### config.mk
export PLATFORM = sky130hd
export DESIGN_NAME = uart_rx_core_flat
export DESIGN_NICKNAME = d
export VERILOG_FILES = /design/src/rtl/uart_pkg.sv /design/src/rtl/uart_rx_core_if.sv /design/src/rtl/uart_baud_tick.sv /design/src/rtl/uart_rx_core.sv /design/src/flat_wrapper.sv
export SDC_FILE = /design/constraint.sdc
export NUM_CORES = 1
export LEC_CHECK = 0
export ABC_AREA = 0
export BUFFER_PORTS_ARGS = -buffer_cell sky130_fd_sc_hd__clkbuf_2
export CAP_MARGIN = 20
export CORE_UTILIZATION = 25
export DETAILED_ROUTE_END_ITERATION = 7
export PLACE_DENSITY = 0.37
export SLEW_MARGIN = 20
export SYNTH_ARGS = -nofsm -noshare
export SYNTH_HDL_FRONTEND = slang
export SYNTH_SLANG_ARGS = --single-unit
### constraint.sdc
create_clock -name i_clk -period 6.9 [get_ports i_clk]
set_input_delay 0.69 -clock i_clk [delete_from_list [all_inputs] [get_ports i_clk]]
set_output_delay 0.69 -clock i_clk [all_outputs]
set_load 0.01 [all_outputs]
### src/rtl/uart_pkg.sv
// Shared types and helpers for the UART receiver: parity modes, receiver FSM
// states, the default oversampling ratio and the character-length clamp.
package uart_pkg;

  localparam int OVS_DEF = 16;

  typedef enum logic [2:0] {
    PAR_NONE  = 3'd0,
    PAR_EVEN  = 3'd1,
    PAR_ODD   = 3'd2,
    PAR_MARK  = 3'd3,
    PAR_SPACE = 3'd4
  } parity_e;

  typedef enum logic [2:0] {
    ST_IDLE    = 3'd0,
    ST_START   = 3'd1,
    ST_DATA    = 3'd2,
    ST_PARITY  = 3'd3,
    ST_STOP1   = 3'd4,
    ST_STOP2   = 3'd5,
    ST_BRKWAIT = 3'd6
  } rx_state_e;

  function automatic logic [3:0] clamp_bits(input logic [3:0] req, input int max_w);
    if (req < 4'd5) return 4'd5;
    if (int'(req) > max_w) return 4'(max_w);
    return req;
  endfunction

  // Unused encodings above SPACE receive as no-parity frames.
  function automatic parity_e to_parity(input logic [2:0] raw);
    return (raw > 3'd4) ? PAR_NONE : parity_e'(raw);
  endfunction

endpackage

### src/rtl/uart_rx_core_if.sv
// Character output channel of the UART receiver plus an FSM state debug tap.
// Handshake: o_valid with o_data and its flags stays stable until the cycle in which o_valid && i_ready.
interface uart_rx_core_if #(parameter int DATA_W_MAX = 9);
  import uart_pkg::*;

  logic [DATA_W_MAX-1:0] o_data;
  logic                  o_valid;
  logic                  i_ready;
  logic                  o_parity_err;
  logic                  o_frame_err;
  logic                  o_break;
  rx_state_e             dbg_state;

  modport master (
    output o_data, o_valid, o_parity_err, o_frame_err, o_break, dbg_state,
    input  i_ready
  );

  modport slave (
    input  o_data, o_valid, o_parity_err, o_frame_err, o_break, dbg_state,
    output i_ready
  );
endinterface

### src/rtl/uart_baud_tick.sv
// Oversample tick generator: one pulse every max(i_div,1) clocks, parked at 0 while held.
module uart_baud_tick #(
  parameter int DIV_W = 16
) (
  input  logic             i_clk,
  input  logic             i_rst,
  input  logic             i_hold,
  input  logic [DIV_W-1:0] i_div,
  output logic             o_tick
);
  logic [DIV_W-1:0] cnt;
  logic [DIV_W-1:0] last;

  assign last   = (i_div == '0) ? '0 : i_div - 1'b1;
  assign o_tick = !i_hold && (cnt == last);

  always_ff @(posedge i_clk or posedge i_rst) begin
    if (i_rst) begin
      cnt <= '0;
    end else if (i_hold || cnt == last) begin
      cnt <= '0;
    end else begin
      cnt <= cnt + 1'b1;
    end
  end
endmodule

### src/rtl/uart_rx_core.sv
// UART receiver: synchronizes the line, samples each bit by 2-of-3 majority around
// mid-bit, checks parity/stop/break and presents characters on a valid/ready channel.
module uart_rx_core
  import uart_pkg::*;
#(
  parameter int DATA_W_MAX = 9,
  parameter int OVS        = OVS_DEF,
  parameter int DIV_W      = 16
) (
  input  logic             i_clk,
  input  logic             i_rst,
  input  logic             i_rx,
  input  logic [DIV_W-1:0] i_div,
  input  logic [3:0]       i_data_bits,
  input  logic [2:0]       i_parity,
  input  logic             i_stop2,
  uart_rx_core_if.master   rx_if,
  output logic             o_overrun,
  input  logic             i_clr_ovr,
  output logic             o_busy
);
  localparam int SC_W = $clog2(OVS);
  localparam logic [SC_W-1:0] SMP_A   = SC_W'(OVS / 2 - 1);
  localparam logic [SC_W-1:0] SMP_B   = SC_W'(OVS / 2);
  localparam logic [SC_W-1:0] SMP_C   = SC_W'(OVS / 2 + 1);
  localparam logic [SC_W-1:0] SC_LAST = SC_W'(OVS - 1);

  logic rx_meta, rx_sync, rx_prev;
  logic tick, tick_hold;

  rx_state_e             state;
  logic [SC_W-1:0]       sc;
  logic                  smp_a, smp_b;
  logic [3:0]            bitcnt, nb_l;
  parity_e               par_l;
  logic                  stop2_l;
  logic [DATA_W_MAX-1:0] shreg;
  logic                  par_acc, all_zero, perr, ferr, hi_seen;

  logic                  fall, mid, maj, par_exp, brk_now, fin;
  logic [DATA_W_MAX-1:0] data_q;
  logic                  valid_q, perr_q, ferr_q, brk_q, ovr_q;

  always_ff @(posedge i_clk or posedge i_rst) begin
    if (i_rst) begin
      rx_meta <= 1'b1;
      rx_sync <= 1'b1;
      rx_prev <= 1'b1;
    end else begin
      rx_meta <= i_rx;
      rx_sync <= rx_meta;
      rx_prev <= rx_sync;
    end
  end

  assign tick_hold = (state == ST_IDLE);

  uart_baud_tick #(.DIV_W(DIV_W)) u_baud_tick (
    .i_clk  (i_clk),
    .i_rst  (i_rst),
    .i_hold (tick_hold),
    .i_div  (i_div),
    .o_tick (tick)
  );

  // The third sample is taken live, so the bit decision lands on the SMP_C tick.
  always_comb begin
    fall    = rx_prev && !rx_sync;
    mid     = tick && (sc == SMP_C);
    maj     = (smp_a & smp_b) | (smp_a & rx_sync) | (smp_b & rx_sync);
    par_exp = 1'b0;
    case (par_l)
      PAR_EVEN: par_exp = par_acc;
      PAR_ODD:  par_exp = !par_acc;
      PAR_MARK: par_exp = 1'b1;
      default:  par_exp = 1'b0;
    endcase
    brk_now = (state == ST_STOP1) && all_zero && !maj;
    fin     = mid && (brk_now || (state == ST_STOP1 && !stop2_l) || state == ST_STOP2);
  end

  always_ff @(posedge i_clk or posedge i_rst) begin
    if (i_rst) begin
      state    <= ST_IDLE;
      sc       <= '0;
      smp_a    <= 1'b1;
      smp_b    <= 1'b1;
      bitcnt   <= '0;
      nb_l     <= 4'd8;
      par_l    <= PAR_NONE;
      stop2_l  <= 1'b0;
      shreg    <= '0;
      par_acc  <= 1'b0;
      all_zero <= 1'b0;
      perr     <= 1'b0;
      ferr     <= 1'b0;
      hi_seen  <= 1'b0;
    end else begin
      if (tick) begin
        sc <= (sc == SC_LAST) ? '0 : sc + 1'b1;
        if (sc == SMP_A) smp_a <= rx_sync;
        if (sc == SMP_B) smp_b <= rx_sync;
      end
      case (state)
        ST_IDLE: if (fall) begin
          nb_l     <= clamp_bits(i_data_bits, DATA_W_MAX);
          par_l    <= to_parity(i_parity);
          stop2_l  <= i_stop2;
          sc       <= '0;
          bitcnt   <= '0;
          shreg    <= '0;
          par_acc  <= 1'b0;
          all_zero <= 1'b1;
          perr     <= 1'b0;
          ferr     <= 1'b0;
          state    <= ST_START;
        end
        ST_START: if (mid) state <= maj ? ST_IDLE : ST_DATA;
        ST_DATA: if (mid) begin
          shreg[bitcnt] <= maj;
          par_acc       <= par_acc ^ maj;
          if (maj) all_zero <= 1'b0;
          if (bitcnt == nb_l - 4'd1) state <= (par_l == PAR_NONE) ? ST_STOP1 : ST_PARITY;
          else bitcnt <= bitcnt + 4'd1;
        end
        ST_PARITY: if (mid) begin
          perr  <= (maj != par_exp);
          if (maj) all_zero <= 1'b0;
          state <= ST_STOP1;
        end
        ST_STOP1: if (mid) begin
          if (brk_now) begin
            hi_seen <= 1'b0;
            state   <= ST_BRKWAIT;
          end else if (stop2_l) begin
            ferr  <= !maj;
            state <= ST_STOP2;
          end else begin
            state <= ST_IDLE;
          end
        end
        ST_STOP2: if (mid) state <= ST_IDLE;
        // Leave only after the line stayed high across a whole tick interval.
        ST_BRKWAIT: begin
          if (!rx_sync) hi_seen <= 1'b0;
          else if (tick) begin
            if (hi_seen) state <= ST_IDLE;
            else hi_seen <= 1'b1;
          end
        end
        default: state <= ST_IDLE;
      endcase
    end
  end

  always_ff @(posedge i_clk or posedge i_rst) begin
    if (i_rst) begin
      data_q  <= '0;
      valid_q <= 1'b0;
      perr_q  <= 1'b0;
      ferr_q  <= 1'b0;
      brk_q   <= 1'b0;
      ovr_q   <= 1'b0;
    end else begin
      if (fin && valid_q && !rx_if.i_ready) ovr_q <= 1'b1;
      else if (i_clr_ovr) ovr_q <= 1'b0;
      if (fin && !(valid_q && !rx_if.i_ready)) begin
        valid_q <= 1'b1;
        data_q  <= shreg;
        perr_q  <= perr && !brk_now;
        ferr_q  <= ferr || !maj;
        brk_q   <= brk_now;
      end else if (valid_q && rx_if.i_ready) begin
        valid_q <= 1'b0;
      end
    end
  end

  assign rx_if.o_data       = data_q;
  assign rx_if.o_valid      = valid_q;
  assign rx_if.o_parity_err = perr_q;
  assign rx_if.o_frame_err  = ferr_q;
  assign rx_if.o_break      = brk_q;
  assign rx_if.dbg_state    = state;
  assign o_overrun          = ovr_q;
  assign o_busy             = (state != ST_IDLE);
endmodule

### src/flat_wrapper.sv
// flat-port wrapper written by rule: the top's interface ports become plain ports
module uart_rx_core_flat import uart_pkg::*;
#(
  parameter int DATA_W_MAX = 9,
  parameter int OVS        = OVS_DEF,
  parameter int DIV_W      = 16
)
  (i_clk, i_rst, i_rx, i_div, i_data_bits, i_parity, i_stop2, o_overrun, i_clr_ovr, o_busy, rx_if_o_data, rx_if_o_valid, rx_if_o_parity_err, rx_if_o_frame_err, rx_if_o_break, rx_if_dbg_state, rx_if_i_ready);
  uart_rx_core_if #(.DATA_W_MAX(DATA_W_MAX)) rx_if_i ();
  input  logic i_clk;
  input  logic i_rst;
  input  logic i_rx;
  input  logic [DIV_W-1:0] i_div;
  input  logic [3:0] i_data_bits;
  input  logic [2:0] i_parity;
  input  logic i_stop2;
  output logic o_overrun;
  input  logic i_clr_ovr;
  output logic o_busy;
  output wire logic [$bits(rx_if_i.o_data)-1:0] rx_if_o_data;
  output wire logic [$bits(rx_if_i.o_valid)-1:0] rx_if_o_valid;
  output wire logic [$bits(rx_if_i.o_parity_err)-1:0] rx_if_o_parity_err;
  output wire logic [$bits(rx_if_i.o_frame_err)-1:0] rx_if_o_frame_err;
  output wire logic [$bits(rx_if_i.o_break)-1:0] rx_if_o_break;
  output wire logic [$bits(rx_if_i.dbg_state)-1:0] rx_if_dbg_state;
  input wire logic [$bits(rx_if_i.i_ready)-1:0] rx_if_i_ready;
  assign rx_if_o_data = rx_if_i.o_data;
  assign rx_if_o_valid = rx_if_i.o_valid;
  assign rx_if_o_parity_err = rx_if_i.o_parity_err;
  assign rx_if_o_frame_err = rx_if_i.o_frame_err;
  assign rx_if_o_break = rx_if_i.o_break;
  assign rx_if_dbg_state = rx_if_i.dbg_state;
  assign rx_if_i.i_ready = rx_if_i_ready;
  uart_rx_core #(.DATA_W_MAX(DATA_W_MAX), .OVS(OVS), .DIV_W(DIV_W)) u_core (.i_clk(i_clk), .i_rst(i_rst), .i_rx(i_rx), .i_div(i_div), .i_data_bits(i_data_bits), .i_parity(i_parity), .i_stop2(i_stop2), .rx_if(rx_if_i), .o_overrun(o_overrun), .i_clr_ovr(i_clr_ovr), .o_busy(o_busy));
endmodule
# --- Word level (Yosys, flattened, before mapping) ---
# Cells that the tools add are included.
word_totals:
  ff_bits: 68
  input_bits: 29
  wordCells: 187
op_classes:
  n_reduce_logical: 48
  n_eq_ne: 33
  n_lt_le_gt_ge: 5
  n_addsub: 5
  n_mux: 66
  n_bitwise: 6
ops:
  columns: ["cell", "n"]
  rows:
  - ["2-to-1 mux 4 bit", 11]
  - ["2-to-1 mux 3 bit", 14]
  - ["2-to-1 mux 16 bit", 2]
  - ["inequality test 2 x 1 -> 1 bit, second input constant", 14]
  - ["2-to-1 mux 1 bit", 25]
  - ["case mux 3 bit (7 select lines)", 1]
  - ["2-to-1 mux 9 bit", 2]
  - ["case mux 9 bit (2 select lines)", 1]
  - ["adder 16 x 1 -> 16 bit, second input constant", 1]
  - ["== test 16 bit", 1]
  - ["logical NOT 16 bit", 1]
  - ["subtractor 16 x 1 -> 16 bit, second input constant", 1]
  - ["logical AND 1 bit", 14]
  - ["nonzero test 2 bit", 7]
  - ["== test 3 x 2 -> 1 bit, second input constant", 4]
  - ["== test 4 bit, second input constant", 3]
  - ["AND reduction 4 bit", 3]
  - ["case mux 1 bit (2 select lines)", 5]
  - ["AND reduction 10 bit", 1]
  - ["bitwise mux 9 bit", 1]
  - ["== test 3 bit, second input constant", 3]
  - ["adder 4 x 1 -> 4 bit, second input constant", 2]
  - ["logical NOT 1 bit", 8]
  - ["case mux 4 bit (2 select lines)", 1]
  - ["25 further kinds", 37]

# --- Depth between registers and ports, before layout ---
# Gate-level depths: netlist (run 1).
depth:
  depth_word: 11
  ltp_mapped: 14
  ltp_nobuf: 11

# --- Hierarchy ---
# A second synthesis (run 1) with hierarchy kept.
hier_totals:
  hier_cells: 455
  hier_area_um2: 4465.5
by_module_without_submodules:
  columns: ["module", "instances", "cells_per_inst", "area_each_um2"]
  rows:
  - ["uart_rx_core", 1, 261, 2735.1]
  - ["uart_baud_tick", 1, 194, 1730.4]

# --- Worst setup path after synthesis (run 1) ---
# No wires, ideal clock.
synth_path:
  path_kind: "input-to-reg"
  from: "input i_div[2]"
  to: "register u_core.brk_q, in the netlist u_core.rx_if.o_break"
  setup_time_ns: 0.125
  cell_stages: 11
  setup_slack_ns: 3.176
  path_buffers: 2
  required_ns: 6.775
  arrival_time_ns: 3.599
  path_cell_list: "buf_2 -> nor4_2 -> nor4b_1 -> xnor2_1 -> a21oi_1 -> o32ai_1 -> and4_1 -> nand3_1 -> nor3b_1 -> buf_2 -> mux2_2"
synth_via:
  elab_chain_len: 7
  word_cells_on_any_way: 8
  cone_classes: "1 x add/sub; 1 x eq/ne; 1 x mux; 5 x reduce/logical"
synth_lines:
  columns: ["item", "line_no", "source"]
  rows:
  - ["from (decl)", "flat_wrapper.sv:13", "input logic [DIV_W-1:0] i_div;"]
  - ["subtractor 16 x 1 -> 16 bit or logical NOT 16 bit (tied branches)", "uart_baud_tick.sv:14", "assign last = (i_div == '0) ? '0 : i_div - 1'b1;"]
  - ["2-to-1 mux 16 bit (*)", "uart_baud_tick.sv:14", null]
  - ["== test 16 bit (*)", "uart_baud_tick.sv:15", "assign o_tick = !i_hold && (cnt == last);"]
  - ["logical AND 1 bit (*)", "uart_baud_tick.sv:15", null]
  - ["logical AND 1 bit (*)", "uart_rx_core.sv:69", "mid = tick && (sc == SMP_C);"]
  - ["logical AND 1 bit (*)", "uart_rx_core.sv:79", "fin = mid && (brk_now || (state == ST_STOP1 && !stop2_l) || state == ST_STOP2);"]
  - ["logical AND 1 bit (*)", "uart_rx_core.sv:167", "if (fin && !(valid_q && !rx_if.i_ready)) begin"]
  - ["to (signal assigned)", "uart_rx_core.sv:172", "brk_q <= brk_now;"]
  - ["to (decl)", "uart_rx_core.sv:42", "logic valid_q, perr_q, ferr_q, brk_q, ovr_q;"]
# Every way passes the cells marked *; elsewhere a longest branch is shown, timed or not.
# A chain may end at the register's enable or synchronous reset.

# --- Worst setup path after layout (run 1) ---
layout_path:
  from: "input i_div[0]"
  to: "register u_core.data_q[0], in the netlist u_core.rx_if.o_data[0]"
layout_via:
  elab_chain_len: 7
  word_cells_on_any_way: 8
  cone_classes: "1 x add/sub; 1 x eq/ne; 1 x mux; 5 x reduce/logical"
layout_lines:
  columns: ["item", "line_no", "source"]
  rows:
  - ["subtractor 16 x 1 -> 16 bit or logical NOT 16 bit (tied branches)", "uart_baud_tick.sv:14", null]
  - ["2-to-1 mux 16 bit (*)", "uart_baud_tick.sv:14", null]
  - ["== test 16 bit (*)", "uart_baud_tick.sv:15", null]
  - ["logical AND 1 bit (*)", "uart_baud_tick.sv:15", null]
  - ["logical AND 1 bit (*)", "uart_rx_core.sv:69", null]
  - ["logical AND 1 bit (*)", "uart_rx_core.sv:79", null]
  - ["logical AND 1 bit (*)", "uart_rx_core.sv:167", null]
  - ["to (signal assigned)", "uart_rx_core.sv:169", "data_q <= shreg;"]
  - ["to (decl)", "uart_rx_core.sv:41", "logic [DATA_W_MAX-1:0] data_q;"]
# Marked as above.

==> results of run 1 <==
[power by group]
group          total (mW)  internal (mW)  switching, mW
logic               0.103         0.0464         0.0566
registers           0.436          0.410         0.0259
clock network       0.465          0.299          0.166
[sequential cells by signal (all words and copies together), names as in the netlist, 3 cells and up]
register / count
u_core.rx_if.dbg_state: 3
u_core.u_baud_tick.cnt: 16
u_core.nb_l: 4
u_core.sc: 4
u_core.shreg: 9
u_core.bitcnt: 4
u_core.par_l: 3
u_core.rx_if.o_data: 9
[metrics by stage]
| stage | util, % | instances | hold slack (ps) | power, mW | setup WS, ps |
|---|---|---|---|---|---|
| after floorplan | - | 509 | 345 | 0.509 | 3180 |
| after global placement | 28.2 | 754 | 347 | 0.546 | 2320 |
| after detailed placement | 28.2 | 754 | 354 | 0.545 | 2230 |
| after CTS | 29.9 | 770 | 357 | 1.02 | 2560 |
| after global routing | 29.9 | 770 | 360 | 1.05 | 2130 |
| final | 29.9 | 770 | 356 | 1.00 | 2550 |
[layout make-up]
class                           instances  area share (%)
Timing Repair Buffer                   49            4.85
Tap cell                              225            5.40
Clock buffer                           14            5.06
Clock inverter                          2           0.672
Sequential cell                        68            32.8
Inverter                               18            1.30
Multi-Input combinational cell        394            50.0
[cell families (layout without fill, tap and decap cells)]
kind of cell	Yosys count	count (layout)	share of synthesized area [%]
and+or+nand+nor	235	235	27.6
AOI/OAI and AO/OA	88	88	13.6
DFF	68	68	38.0
buffers and inverters	47	83	4.09
xor gates and xnor gates	39	39	8.55
muxes	22	22	5.29
adders and majority gates	10	10	2.78
[worst max-delay path by stage]
stage	startpoint	depth (start not counted)	to
after floorplan	i_div[2]	11	u_core.rx_if.o_break
after global placement	i_div[6]	10	u_core.rx_if.o_data[4]
after detailed placement	i_div[0]	12	u_core.rx_if.o_data[0]
after CTS	i_div[0]	12	u_core.rx_if.o_data[0]
after global routing	i_div[0]	12	u_core.rx_if.o_data[7]
final	i_div[0]	12	u_core.rx_if.o_data[0]
[per-layer routing]
metal  share of wire, %  vias up  global-route usage, %  wire [microns]
met3                4.5        4                   2.83             575
met2                 44       90                   22.0            5640
met5                  0        -                      0               0
met4               0.72        0                   5.43              91
li1                   -     1892                      -               -
met1                 50     1869                   21.6            6420
[placed cells by master, fill, tap and decap left out, drive strengths merged, types with 14 or more instances in the layout]
cell type	n
nor2	50
nand3	26
nor3	14
clkbuf	60
inv	18
a21oi	17
xnor2	20
o21ai	15
dfrtp	62
nand2	53
mux2	14
xor2	16
and3	17
==> metrics, run 1 <==
Reg2Reg Setup Slack=3350 ps; synthesized net count=548; TritonCTS sink count=68; hold path start=u_core.rx_meta; Avg Cell Area, Syn=8.83 sq um; die width=136 microns; sequential cell area fraction in the yosys report=38.0%; synth-to-layout area growth=16.1%; Tmin final=4350 ps; Least-Margin Pin Slew=930 ps; CP cell instances=clkbuf_2, inv_1, ha_1, nor3b_1, nand4_1, nor2_1, a21oi_1, o32ai_1, and4_1, nand3_1, nor3b_2, mux2_2; WL/cell=16.5 microns; final hold vios=0; Worst-Skew Late Latency=330 ps; fin crit share=63.0%; CP endpoint kind=register; Synth Register Bits=68; max cap viols=0; Antenna Nets Post-Route=0; Peak Freq=230 MHz; initial antenna violation count=0; worst vdd ir=106 uV; worst relative slew slack=37.7%; DP Area=4920 sq um; area of the multi-input gates=2610 sq um; nets@finish=579; crit path max-delay cell type=nor3b_2; hpwl dp=9560 microns; Primary FF master, synth=dfrtp_1; ys async rst share=100%; # IOs=47; Distinct cells, synth=64; H-tree depth=3; largest cells by area after synthesis=dfrtp_1 (35%), nand2_1 (4.4%), nor2_1 (4.2%), xnor2_1 (3.9%), dfstp_2 (3.5%); Critical Setup Path Class=in -> reg; total wire length=12700 microns; Critical R2R Launch=u_core.rx_if.dbg_state[2]; root buf cell=clkbuf_16; status=finished clean; final max-slew violation count=0; vias per cell=5.01; FF+latch area=1710 sq um; mapped cell area=4490 sq um; cts bufs inserted=9; WP buf/inv=2; core area=17400 sq um; first-pass GRT wire length=21200 microns; GPL Wtd Cong=0.849; Non-Filler Cell Area, Final=5220 sq um; max incr delay on CP=780 ps; GR Overflow Total=0; vias in the first global route=3754; Worst Hold Depth=0; Core Rows=48; initial DRC count=204; Antenna diodes=0; Static Leak=2.30 nW; worst r2r dst=u_core.par_acc; share of post-route cells with drive strength above 1=17.4%; Critical Path Source Type=input pin; largest net degree at the start of global routing=69; count leader, synth=dfrtp_1; final number of setup-violating endpoints=0; CP Data Arrival Time=4560 ps; cell family with most CP delay=simple AND/OR/NAND/NOR gates; drt pass-1 iters=5; Yosys Warn Count=0; vias=3855; Hold EP=u_core.rx_sync; IO Port Bufs=46; drt drc=0; total global-route track usage=15.0%; Commonest cells post-synth=dfrtp_1 (62), nand2_1 (53), nor2_1 (50); Pwr Density=192 nW/um^2; total die area=18500 sq um; CTS Hold Buffers Added=0; Layout fillers=1886; Initial Util=25.8%; EDFF count, synth=0; post-synth top area share=34.5%; Clock Skew=7.15 ps; r2r worst-path depth=8; post-CTS sizing=0; Die Y=136 microns; Worst-path clk slew=50 ps; Worst Hold Class=reg -> reg; Worst EP required=7110 ps; Clock Path Buffers=2; setup_tns=0 ps; Post-CTS Setup Repair Bufs=0; crit-path max FO=12; post-synth top area cell=dfrtp_1; Mapped Cells=509; unrepaired setup endpoints after global routing=no; CTS tree=yes
(Power assumes the default switching activity.)
==> run 2, diff against run 1 <==
--- a/config.mk
+++ b/config.mk
@@ -10,7 +10,7 @@
 export CAP_MARGIN = 20
 export CORE_UTILIZATION = 25
 export DETAILED_ROUTE_END_ITERATION = 7
-export PLACE_DENSITY = 0.37
+export PLACE_DENSITY = 0.39
 export SLEW_MARGIN = 20
 export SYNTH_ARGS = -nofsm -noshare
 export SYNTH_HDL_FRONTEND = slang
==> constraint.sdc (replaced) <==
create_clock -name i_clk -period 3.6 [get_ports i_clk]
set_input_delay 0.36 -clock i_clk [delete_from_list [all_inputs] [get_ports i_clk]]
set_output_delay 0.36 -clock i_clk [all_outputs]
set_load 0.01 [all_outputs]
==> metrics, run 2 (same netlist as run 1, synthesis figures left out) <==
initial DRC count=232; worst hold slack=94.1 ps; cts bufs inserted=9; Antenna Nets Post-Route=0; total die area=18500 sq um; sw power=0.484 mW; total global-route track usage=15.2%; Die Y=136 microns; cell count after placement=788; combinational share of power=11.2%; crit path max-delay cell type=or4_1; vias per cell=4.92; Antenna diodes=0; Tmin final=3180 ps; final number of setup-violating endpoints=0; cell repeated most along the worst path=or4_1; dpl ws=73.8 ps; hpwl dp=10000 microns; Critical Setup Path Class=in -> reg; GR Overflow Total=0; CP startpoint=i_div[9]; max incr delay on CP=630 ps; Critical R2R Launch=u_core.u_baud_tick.cnt[3]; # IOs=47; CP Data Arrival Time=3440 ps; Worst-path clk slew=60 ps; first-pass GRT wire length=21600 microns; setup_tns=0 ps; drt pass-1 iters=4; Critical Path Source Type=input pin; Worst-Skew Late Latency=340 ps; Worst Hold Class=in -> async; setup slack after layout=416 ps; clock share of power=44.2%; Cell Int Power=1.39 mW; Worst EP required=3860 ps; fin crit share=88.4%; die width=136 microns; status=finished clean; final max-slew violation count=0; CP cell instances=clkbuf_2, or4_1, buf_4, nor4_2, mux2i_1, o22ai_1, nand3_1, or3_4, or3_1, or4_1, a21oi_1; worst vdd ir=188 uV; CTS Hold Buffers Added=0; Post-CTS Setup Repair Bufs=0; synth-to-layout area growth=21.4%; sw frac=25.9%; unrepaired setup endpoints after global routing=no; DP Area=5170 sq um; final hold vios=0; GPL Wtd Cong=0.862; TritonCTS sink count=68; core area=17400 sq um; Core Rows=48; H-tree depth=3; Initial Util=25.8%; Non-Filler Cell Area, Final=5450 sq um; most frequent cells in the layout=dfrtp_1 (62), nand2_1 (53), nor2_1 (50); max cap viols=0; Peak Freq=314 MHz; Finished Layout Cells=804; total wire length=12900 microns; Clock Path Buffers=2; CP endpoint kind=register; root buf cell=clkbuf_16; area of the multi-input gates=2610 sq um; FF+latch area=1710 sq um; WL/cell=16.0 microns; Reg with most FFs=u_core.u_baud_tick.cnt; worst relative slew slack=55.7%; share of post-route cells with drive strength above 1=22.6%; vias in the first global route=3929; nets@finish=613; vias=3959; Static Leak=2.45 nW; largest net degree at the start of global routing=41; Least-Margin Pin Slew=662 ps; Layout fillers=1891; initial antenna violation count=0; Pwr Density=343 nW/um^2; Reg power frac=44.6%; CTS tree=yes; post-CTS sizing=0; commonest non-fill, non-tap cell in the layout=dfrtp_1; Clock Skew=11.4 ps; max reg flops=16; drt drc=0; crit-path max FO=5; IO Port Bufs=46
run 2: cell count changes in the layout (fill, tap and decap cells not counted), sizes merged:
| cell | change |
|---|---|
| buf | +34 |
| clkbuf | -2 |
| clkinvlp | +2 |
| bufinv | -1 |
| clkinv | +1 |
run 2: stage by stage:
stage                     util (%)  power (mW)
after floorplan                  -       0.975
after global placement        29.7        1.06
after detailed placement      29.7        1.06
after CTS                     31.3        1.90
after global routing          31.3        1.97
final                         31.3        1.87
run 2: final timing paths:
path	endpoint	slack, ps	cells past startpoint
setup / recovery	u_core.bitcnt[3]	420	11
hold / removal	u_core.u_baud_tick.cnt[2]	90	2
setup reg to reg	u_core.bitcnt[3]	590	8
hold reg to reg	u_core.rx_sync	360	0
max in group asynchronous	u_core.rx_if.o_data[4]	2510	3
min in group i_clk	u_core.rx_meta	110	1
run 2: power by group through the flow:
stage,Clock (mW),Sequential (mW),Combinational [mW]
3_5_place_dp,0,0.847,0.213
6_report,0.827,0.836,0.210
5_1_grt,0.889,0.840,0.240
4_1_cts,0.856,0.835,0.213
2_1_floorplan,0,0.809,0.166
3_3_place_gp,0,0.849,0.211
run 2: worst max-delay path, delay by kind of cell:
| kind | cells | cell delay (ps) |
|---|---|---|
| AOI/OAI and AO/OA | 2 | 320 |
| buffers and inverters | 2 | 310 |
| muxes | 1 | 120 |
| and+or+nand+nor | 6 | 2340 |
run 2: layer usage:
layer	GRT usage, %	up-vias	wire [microns]
li1	-	1959	-
met1	21.9	1903	6530
met2	22.8	84	5580
met3	2.57	13	532
met4	5.06	0	201
met5	0	-	0
run 2: area by class of cell:
class / count / area share [%]
inverter: 18 / 1.24
timing repair buffer: 83 / 9.31
sequential: 68 / 31.3
tap: 225 / 5.16
clock inverter: 4 / 0.459
multi-input combinational: 394 / 47.8
clock buffer: 12 / 4.70
